### config.mk
export PLATFORM = sky130hd
export DESIGN_NAME = mac_learn_table
export DESIGN_NICKNAME = d
export VERILOG_FILES = /design/src/rtl/mac_learn_table.sv
export SDC_FILE = /design/constraint.sdc
export NUM_CORES = 2
export LEC_CHECK = 0
export CORE_UTILIZATION = 40
export CTS_BUF_LIST = sky130_fd_sc_hd__clkbuf_16
export DETAILED_ROUTE_END_ITERATION = 10
export HOLD_SLACK_MARGIN = 0.12
export SETUP_SLACK_MARGIN = 0.05
export SYNTH_ARGS = -nofsm -noshare
export SYNTH_HDL_FRONTEND = slang
export SYNTH_SLANG_ARGS = --single-unit
export TNS_END_PERCENT = 5
### constraint.sdc
create_clock -name iclk -period 4.7 [get_ports iclk]
set_clock_uncertainty 0.1 [all_clocks]
set_input_delay 0.94 -clock iclk [delete_from_list [all_inputs] [get_ports iclk]]
set_output_delay 0.94 -clock iclk [all_outputs]
set_load 0.1 [all_outputs]
### src/rtl/mac_learn_table.sv
// Learning MAC table: captures DA/SA, scans the table one entry per cycle, learns the SA, reports forwarding.
// o_val rises pDEPTH+2 cycles after byte 11 is sampled; frames arriving while busy are dropped (no backpressure).
module mac_learn_table #(
  parameter int pPORT_N = 4,
  parameter int pDEPTH  = 16,
  parameter int pAGE_W  = 4,
  localparam int pPORT_W = (pPORT_N > 1) ? $clog2(pPORT_N) : 1,
  localparam int pIDX_W  = (pDEPTH > 1) ? $clog2(pDEPTH) : 1
) (
  input  logic               iclk,
  input  logic               irst_n,
  input  logic               i_dv,
  input  logic [7:0]         irx_d,
  input  logic [pPORT_W-1:0] i_port_num,
  input  logic               i_age_tick,
  input  logic               i_flush,
  output logic               o_val,
  output logic [pPORT_W-1:0] o_port_num,
  output logic               o_flood,
  output logic               o_drop,
  output logic               o_full,
  output logic               o_busy
);

  typedef enum logic [2:0] {S_IDLE, S_CAPTURE, S_SEARCH, S_LEARN, S_RESULT} state_t;

  state_t              r_state;
  state_t              w_next;

  logic                r_dv_d;
  logic [3:0]          r_byte_cnt;
  logic [95:0]         r_addr;
  logic [pPORT_W-1:0]  r_in_port;
  logic [pIDX_W-1:0]   r_idx;
  logic                r_da_hit;
  logic [pPORT_W-1:0]  r_da_port;
  logic                r_sa_hit;
  logic [pIDX_W-1:0]   r_sa_idx;
  logic                r_free_hit;
  logic [pIDX_W-1:0]   r_free_idx;

  logic                r_val;
  logic [pPORT_W-1:0]  r_port_out;
  logic                r_flood;
  logic                r_drop;

  logic                r_vld  [pDEPTH];
  logic [47:0]         r_mac  [pDEPTH];
  logic [pPORT_W-1:0]  r_port [pDEPTH];
  logic [pAGE_W-1:0]   r_age  [pDEPTH];

  logic [47:0]         w_da;
  logic [47:0]         w_sa;
  logic                w_start;
  logic                w_last_idx;
  logic                w_learn_wr;
  logic [pIDX_W-1:0]   w_learn_idx;
  logic                w_flood;
  logic                w_drop;
  logic [pPORT_W-1:0]  w_port;

  assign w_da       = r_addr[95:48];
  assign w_sa       = r_addr[47:0];
  // Only a fresh rising edge of i_dv in IDLE opens a frame.
  assign w_start    = i_dv & ~r_dv_d;
  assign w_last_idx = (r_idx == pIDX_W'(pDEPTH - 1));

  assign w_flood = w_da[40] | ~r_da_hit;
  assign w_drop  = ~w_flood & (r_da_port == r_in_port);
  assign w_port  = w_flood ? '0 : r_da_port;

  always_ff @(posedge iclk or negedge irst_n) begin
    if (!irst_n) begin
      r_state <= S_IDLE;
    end else begin
      r_state <= w_next;
    end
  end

  always_comb begin
    w_next      = r_state;
    o_busy      = 1'b0;
    o_full      = 1'b0;
    w_learn_wr  = 1'b0;
    w_learn_idx = r_free_idx;
    case (r_state)
      S_IDLE: begin
        if (w_start) w_next = S_CAPTURE;
      end
      S_CAPTURE: begin
        if (!i_dv) begin
          w_next = S_IDLE;
        end else if (r_byte_cnt == 4'd11) begin
          w_next = S_SEARCH;
        end
      end
      S_SEARCH: begin
        o_busy = 1'b1;
        if (w_last_idx) w_next = S_LEARN;
      end
      S_LEARN: begin
        o_busy = 1'b1;
        w_next = S_RESULT;
        if (!w_sa[40]) begin
          if (r_sa_hit) begin
            w_learn_wr  = 1'b1;
            w_learn_idx = r_sa_idx;
          end else if (r_free_hit) begin
            w_learn_wr  = 1'b1;
          end else begin
            o_full      = 1'b1;
          end
        end
      end
      S_RESULT: begin
        o_busy = 1'b1;
        w_next = S_IDLE;
      end
      default: w_next = S_IDLE;
    endcase
  end

  // r_dv_d resets high so a frame already in flight at reset release is not picked up.
  always_ff @(posedge iclk or negedge irst_n) begin
    if (!irst_n) begin
      r_dv_d     <= 1'b1;
      r_byte_cnt <= '0;
      r_addr     <= '0;
      r_in_port  <= '0;
      r_idx      <= '0;
      r_da_hit   <= 1'b0;
      r_da_port  <= '0;
      r_sa_hit   <= 1'b0;
      r_sa_idx   <= '0;
      r_free_hit <= 1'b0;
      r_free_idx <= '0;
      r_val      <= 1'b0;
      r_port_out <= '0;
      r_flood    <= 1'b0;
      r_drop     <= 1'b0;
    end else begin
      r_dv_d <= i_dv;
      r_val  <= 1'b0;
      case (r_state)
        S_IDLE: begin
          if (w_start) begin
            r_addr     <= {r_addr[87:0], irx_d};
            r_in_port  <= i_port_num;
            r_byte_cnt <= 4'd1;
          end
        end
        S_CAPTURE: begin
          if (!i_dv) begin
            r_byte_cnt <= '0;
          end else begin
            r_addr <= {r_addr[87:0], irx_d};
            if (r_byte_cnt == 4'd11) begin
              r_byte_cnt <= '0;
              r_idx      <= '0;
              r_da_hit   <= 1'b0;
              r_sa_hit   <= 1'b0;
              r_free_hit <= 1'b0;
            end else begin
              r_byte_cnt <= r_byte_cnt + 4'd1;
            end
          end
        end
        S_SEARCH: begin
          // First match wins; results are latched so later aging cannot undo a hit.
          if (r_vld[r_idx]) begin
            if (!r_da_hit && (r_mac[r_idx] == w_da)) begin
              r_da_hit  <= 1'b1;
              r_da_port <= r_port[r_idx];
            end
            if (!r_sa_hit && (r_mac[r_idx] == w_sa)) begin
              r_sa_hit <= 1'b1;
              r_sa_idx <= r_idx;
            end
          end else if (!r_free_hit) begin
            r_free_hit <= 1'b1;
            r_free_idx <= r_idx;
          end
          if (!w_last_idx) r_idx <= r_idx + 1'b1;
        end
        S_RESULT: begin
          r_val      <= 1'b1;
          r_flood    <= w_flood;
          r_drop     <= w_drop;
          r_port_out <= w_port;
        end
        default: ;
      endcase
    end
  end

  // Priority per entry: flush, then learn write, then aging.
  always_ff @(posedge iclk or negedge irst_n) begin
    if (!irst_n) begin
      for (int i = 0; i < pDEPTH; i++) begin
        r_vld[i]  <= 1'b0;
        r_mac[i]  <= '0;
        r_port[i] <= '0;
        r_age[i]  <= '0;
      end
    end else begin
      for (int i = 0; i < pDEPTH; i++) begin
        if (i_flush) begin
          r_vld[i] <= 1'b0;
          r_age[i] <= '0;
        end else if (w_learn_wr && (w_learn_idx == pIDX_W'(i))) begin
          r_vld[i]  <= 1'b1;
          r_mac[i]  <= w_sa;
          r_port[i] <= r_in_port;
          r_age[i]  <= '0;
        end else if (i_age_tick && r_vld[i]) begin
          if (r_age[i] == {pAGE_W{1'b1}}) begin
            r_vld[i] <= 1'b0;
          end else begin
            r_age[i] <= r_age[i] + 1'b1;
          end
        end
      end
    end
  end

  assign o_val      = r_val;
  assign o_port_num = r_port_out;
  assign o_flood    = r_flood;
  assign o_drop     = r_drop;

endmodule

Yosys cells after proc, flatten, opt, wreduce, memory -nomap -nowiden. Index checks and enable logic that the tools add are counted.

Register bits after elaboration: 1008. Latch bits: 0. RAM bits: 0. Memory bits (read-only): 0. Input port bits: 15. Output and inout port bits: 7. Memories kept: 0.

Add/subtract/negate cells: 18. Multiply operators: 0. Divide/modulo/power cells: 0. Order comparisons: 1. Equal/unequal tests: 66. Shifts and indexed selects: 0. Multiplexer cells: 177. Bitwise gates (word level): 10. Reductions and logical operators: 132.

Operators with widths (number): $mux 4 (73); $bmux 48 s4 (1); $mux 96 (2); $pmux 96 s2 (1); $eq 4x4->1 const B (26); $reduce_and 2->1 (50); $eq 48x48->1 (2); $mux 48 (2); $reduce_bool 3->1 (32); $mux 1 (83); $add 4x1->4 const B (18); $ne 3x3->1 const B (17); $logic_and 1x1->1 (34); $ne 2x2->1 const B (9); $eq 4x3->1 const B (4); $pmux 4 s2 (2); $reduce_and 3->1 (5); $mux 3 (4); $pmux 3 s4 (1); $reduce_and 5->1 (2); $bmux 2 s4 (1); $eq 4x2->1 const B (2); $reduce_and 4->1 (2); $eq 3x2->1 const B (2); other kinds (17) (29).

Logic depth before layout (Yosys ltp).
Depth after elaboration: 9. Depth in mapped cells: 13. Gate-level depth less buffers: 8.

Worst setup path before layout. Ideal clock, no wire load.

Path type: register -> output. From: register r_state[2]. To: output port o_full. Arrival time: 3.080 ns. Required time: 3.660 ns. Path slack: 0.580 ns. Cell stages (with the launch flop): 5. Buffers on the path: 1. Path through: dfrtp_1 clkbuf_1 nand2b_1 or3_1 nor3_1.

Longest elaborated chain between the ends: 2.

Ends and longest elaborated chain: start, declared (RTL line 27) `state_t r_state;`; start signal, assigned (RTL line 76) `r_state <= w_next;`; $eq 3x2->1 (RTL line 86) `case (r_state)`; $mux 1 (RTL line 86); end, declared (RTL line 21) `output logic o_full,`.

No other way between the ends.

Worst setup path after layout.
From: register r_idx[0]. To: register r_sa_idx[1].

Longest elaborated chain between the ends: 7.

Ends and longest elaborated chain: start, declared (RTL line 34) `logic [pIDX_W-1:0] r_idx;`; start signal, assigned (RTL line 183) `if (!w_last_idx) r_idx <= r_idx + 1'b1;`; $not 4->5 (not written as such) (*) (RTL line 170, 175); $bmux 48 s4 (RTL line 175) `if (!r_sa_hit && (r_mac[r_idx] == w_sa)) begin`; $mux 48 (not written as such) (2 in series) (RTL line 175); $eq 48x48->1 (RTL line 175); $logic_and 1x1->1 (RTL line 175); $reduce_and 3->1 (no line) (*); end signal, assigned (RTL line 177) `r_sa_idx <= r_idx;`; end, declared (RTL line 38) `logic [pIDX_W-1:0] r_sa_idx;`.

Mark *: on every way between the ends. The rest lies on a longest branch, timed or not. The select of a mux whose other input is x is not followed. A chain may end at the register's enable or synchronous reset.

==> results.json <==
{
  "status": "finished clean",
  "clock_path_buffers": 3,
  "htreeDepth": 3,
  "avgSynthCellArea_sq_um": 14.7,
  "vias": 27000,
  "via_per_inst": 5.77,
  "std_cell_rows": 124,
  "synth-edff-count": 0,
  "cap_violations": 0,
  "hold_ws_ns": 0.236,
  "synth_compound_area_share_pct": 2.79,
  "period_share_pct": 92.7,
  "finalWirelength_um": 122000,
  "syn_area_sq_um": 46100,
  "crit_path_start_kind": "flip-flop",
  "critPathLaunch": "r_idx[0]$_DFFE_PN0P_",
  "rr_worst_depth": 8,
  "muxShareOfSynthArea_pct": 33.3,
  "power.switching_mw": 5.46,
  "io_pins": 22,
  "critPathMaxFanout": 32,
  "max_slew_margin_pct": 33.0,
  "seqPwrFrac_pct": 51.5,
  "r2r-start": "r_idx[0]$_DFFE_PN0P_",
  "synthFlopType": "dfrtp_1",
  "die-area_sq_um": 117000,
  "drcViolationCount": 0,
  "critPathCapture": "r_sa_idx[1]$_DFFE_PN0P_",
  "layout-drive-gt1-share_pct": 43.2,
  "drtPass1Iterations": 5,
  "gp_congestion": 0.844,
  "p_per_area_nw_per_um2": 387,
  "fin_ws_ns": 0.345,
  "slowest_delay_ns": 0.80,
  "yosysSeqAreaShare_pct": 54.7,
  "syn_nets": 3167,
  "yosys_warnings": 0,
  "grt_pass1_vias": 29300,
  "drtIter0Drc": 1586,
  "end_kind": "flip-flop",
  "nNetsFinal": 3122,
  "postCtsHoldBufs": 0,
  "slew_violations": 0,
  "async_flop_share_pct": 100,
  "ff2ff_setup_slack_ns": 0.35,
  "pwr-share-comb_pct": 7.3,
  "clkTransAtPathRegs_ns": 0.06,
  "cpMostUsedCell": "mux4_2",
  "period_needed_ns": 4.35,
  "avgRoutedWirePerCell_um": 26.1,
  "synthSimpleGateAreaFrac_pct": 3.67,
  "place_ws_ns": 0.361,
  "areaGrowthSynthToFinish_pct": 12.2,
  "synth_top_family_by_area": "multiplexers",
  "synth-seq-cells": 1008,
  "coreArea_sq_um": 114000,
  "start_util_pct": 40.3,
  "synth_adder_area_share_pct": 0.489,
  "die_y_um": 341,
  "path_cells": "buf_12 -> mux4_2 -> mux4_2 -> xnor2_1 -> o211ai_1 -> nor4b_1 -> nand4_2 -> mux2_1",
  "r2r-end": "r_sa_idx[1]$_DFFE_PN0P_",
  "ant_nets": 0,
  "synth_cell_types": 65,
  "synthDominantCellAreaShare_pct": 54.7,
  "cts_tree": "built",
  "antenna_found_initial": 0,
  "synth_top_area_cell": "dfrtp_1",
  "crit_buf_inv": 1,
  "hold_violations": 0,
  "intPower_mw": 14.5,
  "synthXorXnorAreaFrac_pct": 2.41,
  "crit_arrival_ns": 4.82,
  "tns_ns": 0,
  "grt_max_degree": 103,
  "die-width_um": 341,
  "cp.required_ns": 5.16,
  "grt_pass1_wl_um": 188000,
  "postCtsSetupRepairBufs": 0,
  "io_buffer_count": 21,
  "grt_overflow": 0,
  "finalSetupViolations": 0,
  "clkSinkCount": 1008,
  "netlist_instances": 3134,
  "worstSetupPathType": "reg -> reg",
  "cts_resized": 0,
  "slowest_stage": "dfrtp_4",
  "p_leak_nw": 24.6,
  "hold_path_class": "in -> async",
  "worstMarginPinSlew_ns": 1.00,
  "clock_power_share_pct": 41.2,
  "critPathTopFamily": "multiplexers",
  "peakVddDrop_uv": 329,
  "worst-path-stages": 8,
  "synth_area_leaders": "dfrtp_1, mux2_2, mux4_2, mux2i_1, xnor2_1",
  "clock_latency_ns": 0.68,
  "dp_hpwl_um": 73100,
  "grtUsageTotal_pct": 21.3,
  "cts_root_buf": "clkbuf_16",
  "fmax_ghz": 0.230,
  "grt_setup_unrepaired": "no",
  "netSwitchingFraction_pct": 27.3,
  "cts_buffers": 107
}
registers in the layout, summed over array words and instances, names as in the netlist, 2 cells and up:
name and cells:
r_addr 96, r_free_idx 4, r_port 32, r_vld 16, r_da_port 2, r_idx 4
r_in_port 2, r_byte_cnt 4, r_mac 768, o_port_num 2, r_age 64, r_state 3
r_sa_idx 4
power by group through the flow:
stage               Combinational [mW]  Clock, mW  Sequential (mW)
floorplan                         1.56          0             9.41
global placement                  1.44          0             10.4
detailed placement                1.47          0             10.4
CTS                               1.48       8.43             10.3
global route                      1.59       8.80             10.4
finish                            1.47       8.24             10.3
metrics by stage:
step	power, mW	instances	utilization, %	instance area, sq um
finish	20.0	4685	45.2	51700
global route	20.8	4684	45.2	51700
CTS	20.2	4684	45.2	51700
detailed placement	11.9	4492	42.3	48300
global placement	11.8	4492	42.3	48300
floorplan	11.0	3134	-	46100
final cells by class:
class | count | area [sq um]
antenna | 1 | 2.50
sequential | 1008 | 25200
timing repair buffer | 116 | 1380
tap | 1512 | 1890
clock inverter | 83 | 664
multi-input combinational | 1843 | 19800
clock buffer | 109 | 2730
fill | 9869 | 62600
inverter | 13 | 48.8
worst min path at each step:
stage	start	endpoint	slack (ns)	cells after the start
2_1_floorplan	r_mac[18]$_DFFE_PN0P_	r_mac[18]$_DFFE_PN0P_	0.34	2
3_3_place_gp	r_mac[40]$_DFFE_PN0P_	r_mac[40]$_DFFE_PN0P_	0.36	1
3_5_place_dp	r_mac[184]$_DFFE_PN0P_	r_mac[184]$_DFFE_PN0P_	0.37	1
4_1_cts	irst_n	r_mac[688]$_DFFE_PN0P_	0.23	1
5_1_grt	irst_n	r_mac[640]$_DFFE_PN0P_	0.27	1
6_report	irst_n	r_mac[592]$_DFFE_PN0P_	0.24	1
layout by cell type, fill, tap and decap left out, types with 7 or more instances in the layout:
| cell | instances |
|---|---|
| dfrtp_1 | 1004 |
| nand2_1 | 90 |
| xnor2_1 | 71 |
| buf_12 | 36 |
| a32o_1 | 7 |
| ha_1 | 18 |
| clkinv_1 | 31 |
| inv_1 | 35 |
| nand4_1 | 49 |
| nand3_1 | 14 |
| mux4_2 | 200 |
| a22oi_1 | 37 |
| bufinv_16 | 11 |
| clkinv_2 | 14 |
| nor2_1 | 84 |
| and2_1 | 15 |
| clkbuf_16 | 109 |
| o21ai_0 | 42 |
| clkdlybuf4s50_1 | 19 |
| nor3_1 | 10 |
| xor2_1 | 56 |
| a21oi_1 | 19 |
| a31o_2 | 7 |
| mux2_2 | 895 |
| nor4_1 | 8 |
| a31oi_1 | 18 |
| mux2i_1 | 70 |
| buf_4 | 60 |
| nor2b_1 | 14 |
| nand2b_1 | 13 |
kinds of logic (layout without fill, tap and decap cells):
| family | Yosys count | after routing |
|---|---|---|
| flops | 1008 | 1008 |
| xor+xnor | 127 | 127 |
| buf+inv | 283 | 321 |
| simple gates | 344 | 344 |
| mux | 1169 | 1169 |
| other cells | 0 | 1 |
| fa+ha+maj | 18 | 18 |
| compound gates | 185 | 185 |
cell usage after synthesis, types with 5 or more instances:
library cell  count
dfrtp_1        1007
mux2_2          895
mux4_2          200
clkbuf_1        162
nand2_1          96
nor2_1           85
xnor2_1          71
mux2i_1          70
buf_1            64
xor2_1           56
nand4_1          49
o21ai_0          42
a22oi_1          37
buf_2            25
a21oi_1          19
a31oi_1          18
ha_1             18
nand3_1          17
nor2b_1          16
nor3_1           16
and2_1           15
nand2b_1         13
inv_1            12
buf_6             8
nor4_1            8
a31o_2            7
a32o_1            7
or3_1             7
a221oi_1          6
buf_4             6
o22ai_1           6
or2_2             6
a221o_1           5
and3_1            5
o2111ai_1         5
layer usage:
metal / global-route usage, % / wire (um) / up-vias
met5: 0 / 0 / -
met1: 28.7 / 53700 / 14900
li1: - / - / 11400
met3: 2.57 / 4230 / 177
met2: 36.0 / 60900 / 514
met4: 6.61 / 3260 / 0
Power figures use the tool's default switching activity.
